$ cat src/rtl/fpu_pipe_pkg.sv
// fpu_pipe_pkg: shared constants and helpers for the FPU elastic pipeline blocks
package fpu_pipe_pkg;
  localparam int MAX_STAGES = 8;
  function automatic int cnt_w(input int stages, input int skid);
    return $clog2(stages + skid + 1);
  endfunction
endpackage

$ cat src/rtl/elastic_reg_pipe_if.sv
// elastic_reg_pipe_if: upstream/downstream handshake, flush and status bundle of the elastic pipe
interface elastic_reg_pipe_if #(
  parameter int WIDTH = 32,
  parameter int CW = 2
);
  logic flush;
  logic in_valid;
  logic in_ready;
  logic [WIDTH-1:0] in_data;
  logic out_valid;
  logic out_ready;
  logic [WIDTH-1:0] out_data;
  logic [CW-1:0] count;
  logic busy;
  modport master (
    output flush, in_valid, in_data, out_ready,
    input in_ready, out_valid, out_data, count, busy
  );
  modport slave (
    input flush, in_valid, in_data, out_ready,
    output in_ready, out_valid, out_data, count, busy
  );
endinterface

$ cat src/rtl/elastic_reg_pipe_skid_buffer.sv
// skid_buffer: 1-entry input buffer whose ready depends only on its own state and flush
module skid_buffer #(
  parameter int WIDTH = 32,
  parameter logic [WIDTH-1:0] RESET_VAL = '0
) (
  input logic clk,
  input logic rst_n,
  input logic flush,
  input logic in_valid,
  output logic in_ready,
  input logic [WIDTH-1:0] in_data,
  output logic out_valid,
  input logic out_ready,
  output logic [WIDTH-1:0] out_data
);
  logic sv;
  logic [WIDTH-1:0] sd;
  assign in_ready = !flush && !sv;
  // a held entry is older than anything on the input, so it always goes first
  assign out_valid = sv || (in_valid && !flush);
  assign out_data = sv ? sd : in_data;
  always_ff @(posedge clk or negedge rst_n)
    if (!rst_n) begin
      sv <= 1'b0;
      sd <= RESET_VAL;
    end else begin
      sv <= !flush && (sv ? !out_ready : in_valid && !out_ready);
      if (!sv && in_valid && !out_ready) sd <= in_data;
    end
endmodule

$ cat src/rtl/elastic_reg_pipe.sv
// elastic_reg_pipe: valid/ready register pipeline with bubble collapsing, optional input skid,
// synchronous flush and occupancy count
module elastic_reg_pipe
  import fpu_pipe_pkg::*;
#(
  parameter int WIDTH = 32,
  parameter int STAGES = 2,
  parameter int SKID = 1,
  parameter logic [WIDTH-1:0] RESET_VAL = '0
) (
  input logic clk,
  input logic rst_n,
  elastic_reg_pipe_if.slave bus
);
  localparam int CW = cnt_w(STAGES, SKID);
  logic [STAGES-1:0] v, acc, go, ld;
  logic [WIDTH-1:0] d [STAGES];
  logic [WIDTH-1:0] src [STAGES];
  logic s_v, in_rdy, in_xfer, out_xfer;
  logic [WIDTH-1:0] s_d;
  logic [CW-1:0] cnt;
  if (WIDTH < 1 || STAGES < 1 || STAGES > MAX_STAGES || SKID < 0 || SKID > 1) begin : g_bad_param
    $error("elastic_reg_pipe: illegal parameter set");
  end
  // acc[i]: stage i can take a word, i.e. some stage at or after it is empty or the output drains
  always_comb begin
    logic a;
    a = bus.out_ready;
    go = '0;
    acc = '0;
    for (int i = STAGES - 1; i >= 0; i--) begin
      go[i] = v[i] && a;
      a = a || !v[i];
      acc[i] = a;
    end
  end
  if (SKID == 1) begin : g_skid
    skid_buffer #(.WIDTH(WIDTH), .RESET_VAL(RESET_VAL)) u_skid (
      .clk(clk),
      .rst_n(rst_n),
      .flush(bus.flush),
      .in_valid(bus.in_valid),
      .in_ready(in_rdy),
      .in_data(bus.in_data),
      .out_valid(s_v),
      .out_ready(acc[0]),
      .out_data(s_d)
    );
  end else begin : g_noskid
    assign in_rdy = !bus.flush && acc[0];
    assign s_v = bus.in_valid && !bus.flush;
    assign s_d = bus.in_data;
  end
  for (genvar i = 0; i < STAGES; i++) begin : g_stg
    logic sv;
    logic [WIDTH-1:0] sd;
    if (i == 0) begin : g_head
      assign ld[i] = s_v && acc[i];
      assign src[i] = s_d;
    end else begin : g_body
      assign ld[i] = go[i-1];
      assign src[i] = d[i-1];
    end
    always_ff @(posedge clk or negedge rst_n)
      if (!rst_n) begin
        sv <= 1'b0;
        sd <= RESET_VAL;
      end else begin
        sv <= !bus.flush && (ld[i] || (sv && !go[i]));
        if (ld[i]) sd <= src[i];
      end
    assign v[i] = sv;
    assign d[i] = sd;
  end
  assign in_xfer = bus.in_valid && in_rdy;
  assign out_xfer = v[STAGES-1] && bus.out_ready;
  always_ff @(posedge clk or negedge rst_n)
    if (!rst_n) cnt <= '0;
    else if (bus.flush) cnt <= '0;
    else if (in_xfer != out_xfer) cnt <= in_xfer ? cnt + CW'(1) : cnt - CW'(1);
  assign bus.in_ready = in_rdy;
  assign bus.out_valid = v[STAGES-1];
  assign bus.out_data = d[STAGES-1];
  assign bus.count = cnt;
  assign bus.busy = |cnt;
endmodule
$ cat src/flat_wrapper.sv
// flat-port wrapper written by rule: the top's interface ports become plain ports
module elastic_reg_pipe_flat import fpu_pipe_pkg::*;
#(
  parameter int WIDTH = 32,
  parameter int STAGES = 2,
  parameter int SKID = 1,
  parameter logic [WIDTH-1:0] RESET_VAL = '0
)
  (clk, rst_n, bus_flush, bus_in_valid, bus_in_data, bus_out_ready, bus_in_ready, bus_out_valid, bus_out_data, bus_count, bus_busy);
  elastic_reg_pipe_if #(.WIDTH(WIDTH)) bus_i ();
  input logic clk;
  input logic rst_n;
  input wire logic [$bits(bus_i.flush)-1:0] bus_flush;
  input wire logic [$bits(bus_i.in_valid)-1:0] bus_in_valid;
  input wire logic [$bits(bus_i.in_data)-1:0] bus_in_data;
  input wire logic [$bits(bus_i.out_ready)-1:0] bus_out_ready;
  output wire logic [$bits(bus_i.in_ready)-1:0] bus_in_ready;
  output wire logic [$bits(bus_i.out_valid)-1:0] bus_out_valid;
  output wire logic [$bits(bus_i.out_data)-1:0] bus_out_data;
  output wire logic [$bits(bus_i.count)-1:0] bus_count;
  output wire logic [$bits(bus_i.busy)-1:0] bus_busy;
  assign bus_i.flush = bus_flush;
  assign bus_i.in_valid = bus_in_valid;
  assign bus_i.in_data = bus_in_data;
  assign bus_i.out_ready = bus_out_ready;
  assign bus_in_ready = bus_i.in_ready;
  assign bus_out_valid = bus_i.out_valid;
  assign bus_out_data = bus_i.out_data;
  assign bus_count = bus_i.count;
  assign bus_busy = bus_i.busy;
  elastic_reg_pipe #(.WIDTH(WIDTH), .STAGES(STAGES), .SKID(SKID), .RESET_VAL(RESET_VAL)) u_core (.clk(clk), .rst_n(rst_n), .bus(bus_i));
endmodule
$ cat config.mk
export PLATFORM = sky130hd
export DESIGN_NAME = elastic_reg_pipe_flat
export DESIGN_NICKNAME = d
export VERILOG_FILES = /design/src/rtl/fpu_pipe_pkg.sv /design/src/rtl/elastic_reg_pipe_if.sv /design/src/rtl/elastic_reg_pipe_skid_buffer.sv /design/src/rtl/elastic_reg_pipe.sv /design/src/flat_wrapper.sv
export SDC_FILE = /design/constraint.sdc
export NUM_CORES = 1
export LEC_CHECK = 0
export CORE_MARGIN = 4
export CORE_UTILIZATION = 40
export CTS_CLUSTER_SIZE = 20
export DETAILED_ROUTE_END_ITERATION = 8
export PLACE_DENSITY = 0.66
export SYNTH_ARGS = -nofsm -noshare
export SYNTH_HDL_FRONTEND = slang
export SYNTH_HIERARCHICAL = 1
export SYNTH_SLANG_ARGS = --single-unit
$ cat constraint.sdc
create_clock -name clk -period 4.77 [get_ports clk]
set_input_delay 1.1925 -clock clk [delete_from_list [all_inputs] [get_ports clk]]
set_output_delay 1.1925 -clock clk [all_outputs]
set_load 0.02 [all_outputs]
==> metrics.txt <==
status=completed; Final min period=3.88 ns; Crit Path Max Fanout=10; Setup CP Type=input port to output port; Final Power=2.05 mW; unrepaired setup endpoints after global routing=false; Worst R2R Path Depth=3; Mapped Cells=271; Pre-Repair DR Iteration Count=4; Final Hold Vio Count=0; clk_lat worst skew=0.36 ns; R2R setup slack=2.57 ns; TritonCTS Buffers=9; gr usage total=13.0%; TritonCTS Sinks=101; non-filler cells, final=488; syn nets=308; Residual DRC=0; post-synth cell types=24; Max Clk Rate=258 MHz; footprint of the multi-input gates=1760 um^2; die area=12800 um^2; vias in the first global route=2565; # port buffers=73; CP Data Required Time=3.58 ns; Final setup viols=0; total gr overflow=0; initial antenna violation count=0; syn_area_per_cell=16.3 um^2; Cell Pwr Density=381 nW/um^2; Reg clk slew, reported paths=0.08 ns; Vias/cell=4.94; core area=10800 um^2; num ports=74; TNS Setup=0 ns; Slew @ Worst Pin=0.976 ns; register area share after synthesis=57.1%; H-tree depth=3; Nets=382; # Post-CTS Setup Buffers=0; Placed Instances=474; max-slew violations=0; CP Launch Type=input port; Die Width=113 um; CTS tree=yes; post-route antenna net violation count=0; final worst path period share=81.3%; GP Congestion=0.767; Clock Tree Buf Depth=2; hold endpoint=u_core/g_skid.u_skid/sd[24]$_DFFE_PN0P_; Rows=38; Min-Delay Startpoint=u_core/g_skid.u_skid/sd[24]$_DFFE_PN0P_; Mapped Area=4430 um^2; skew final=0.00725 ns; Storage cell area=2530 um^2; area share of the largest cell type after synthesis=57.1%; RR Endpoint=u_core/g_skid.u_skid/sd[23]$_DFFE_PN0P_; Hold-fix buffers, CTS=0; synth top area cells=dfrtp_1, mux2_2, mux2_4, buf_6, mux2_1; Placed Area=5240 um^2; WL final=7970 um; Slew headroom=34.9%; Die H=113 um; hold path depth=1; Worst setup EP type=output port; 1st-iter DRT viols=63; worst hold path class=flop to flop; number of synthesis warnings=6; layout cell share with drive strength beyond 1=41.4%; Leak Pwr=2.47 nW; worst flop-to-flop path startpoint=u_core/g_skid.u_skid/sv$_DFF_PN0_; via count=2413; Max Cap Viol=0; post-layout util=49.7%; fin area=5390 um^2; # resized after CTS=0; root buffer cell=clkbuf_8; HPWL after detailed placement=5090 um; diodes inserted=0; Max VDD drop=264 uV; FF+latch count, synth=101; fill cell count=965; first-pass GRT wire length=13000 um; area growth from synthesis to layout=21.6%; Yosys top cell by area=dfrtp_1; Starting Density=40.8%; arrival time worst endpoint=2.68 ns; DR WL/cell=16.3 um; largest net degree at the start of global routing=78
==> synth_stat cells, drive strengths merged <==
cell type and n:
and4b 1, nand3b 1, nor4bb 1, o211ai 1, nand3 1, xnor3 1, nand4b 1, a21oi 3
nand2 4, nor3 1, or2 1, a21o 1, dfrtp 101, nor2 5, mux2 128, inv 4
buf 13, mux2i 1, nor3b 1, o21ai 1
==> worst max-delay path by stage <==
| stage | startpoint | to | slack [ns] | depth (start not counted) |
|---|---|---|---|---|
| 2_1_floorplan | bus_flush | bus_in_ready | 2.02 | 1 |
| 3_3_place_gp | bus_flush | bus_in_ready | 0.93 | 3 |
| 3_5_place_dp | bus_flush | bus_in_ready | 0.90 | 3 |
| 6_report | bus_flush | bus_in_ready | 0.89 | 3 |
| 4_1_cts | bus_flush | bus_in_ready | 0.89 | 3 |
| 5_1_grt | bus_flush | bus_in_ready | 0.79 | 3 |
==> through the flow <==
| step | setup slack, ns | hold slack, ns |
|---|---|---|
| 6_report | 0.894 | 0.491 |
| 5_1_grt | 0.791 | 0.522 |
| 4_1_cts | 0.890 | 0.493 |
| 3_5_place_dp | 0.899 | 0.473 |
| 3_3_place_gp | 0.933 | 0.461 |
| 2_1_floorplan | 2.02 | 0.452 |
==> worst max-delay path, stage by stage <==
cell,delay (ns)
clkdlybuf4s50_1,0.56
nor2_1,0.27
clkdlybuf4s50_1,0.66
==> logic make-up (layout without fill, tap and decap cells) <==
kind of cell | count (synthesis) | in the layout | synth area share (%)
buffers and inverters | 17 | 94 | 3.22
AND/OR/NAND/NOR | 17 | 17 | 2.83
AO/OA/AOI/OAI | 6 | 6 | 1.05
flip-flops | 101 | 101 | 57.1
multiplexers | 129 | 129 | 35.3
XOR/XNOR | 1 | 1 | 0.509
==> layer usage <==
layer / global-route usage [%] / part of all wire, % / wire length (um) / vias up
met3: 4.28 / 4.7 / 371 / 7
met5: 0 / 0 / 0 / -
met1: 16.5 / 45 / 3620 / 1248
met4: 5.29 / 1.5 / 121 / 0
met2: 20.5 / 48 / 3860 / 52
li1: - / - / - / 1106
==> registers in the layout, summed over array words and instances, names as in the netlist <==
| register | flops |
|---|---|
| u_core/g_stg.sv | 1 |
| u_core/bus.out_data | 32 |
| u_core/bus.out_valid | 1 |
| u_core/g_skid.u_skid/sd | 32 |
| u_core/bus.count | 2 |
| u_core/g_stg.sd | 32 |
| u_core/g_skid.u_skid/sv | 1 |
==> final cells by class <==
type                       count  share of cell area, %
clock buffer                  11                   2.44
clock inverter                 3                  0.279
inverter                       4                  0.279
multi-input combinational    153                   32.6
sequential                   101                   46.9
tap                          140                   3.25
timing repair buffer          76                   14.2
==> cells in the final DEF, fill, tap and decap left out, drive strengths merged <==
| cell type | n |
|---|---|
| nor4bb | 1 |
| nand3b | 1 |
| or2 | 1 |
| inv | 4 |
| dfrtp | 101 |
| o211ai | 1 |
| nor3b | 1 |
| clkinv | 3 |
| nand4b | 1 |
| nand2 | 4 |
| mux2 | 128 |
| nand3 | 1 |
| mux2i | 1 |
| clkbuf | 11 |
| nor2 | 5 |
| and4b | 1 |
| buf | 4 |
| xnor3 | 1 |
| a21oi | 3 |
| o21ai | 1 |
| clkdlybuf4s50 | 72 |
| a21o | 1 |
| nor3 | 1 |
==> report_power, final <==
part	switching (mW)	internal, mW
registers	0.0740	0.996
clock network	0.267	0.182
logic	0.223	0.313
Power figures use the tool's default switching activity.
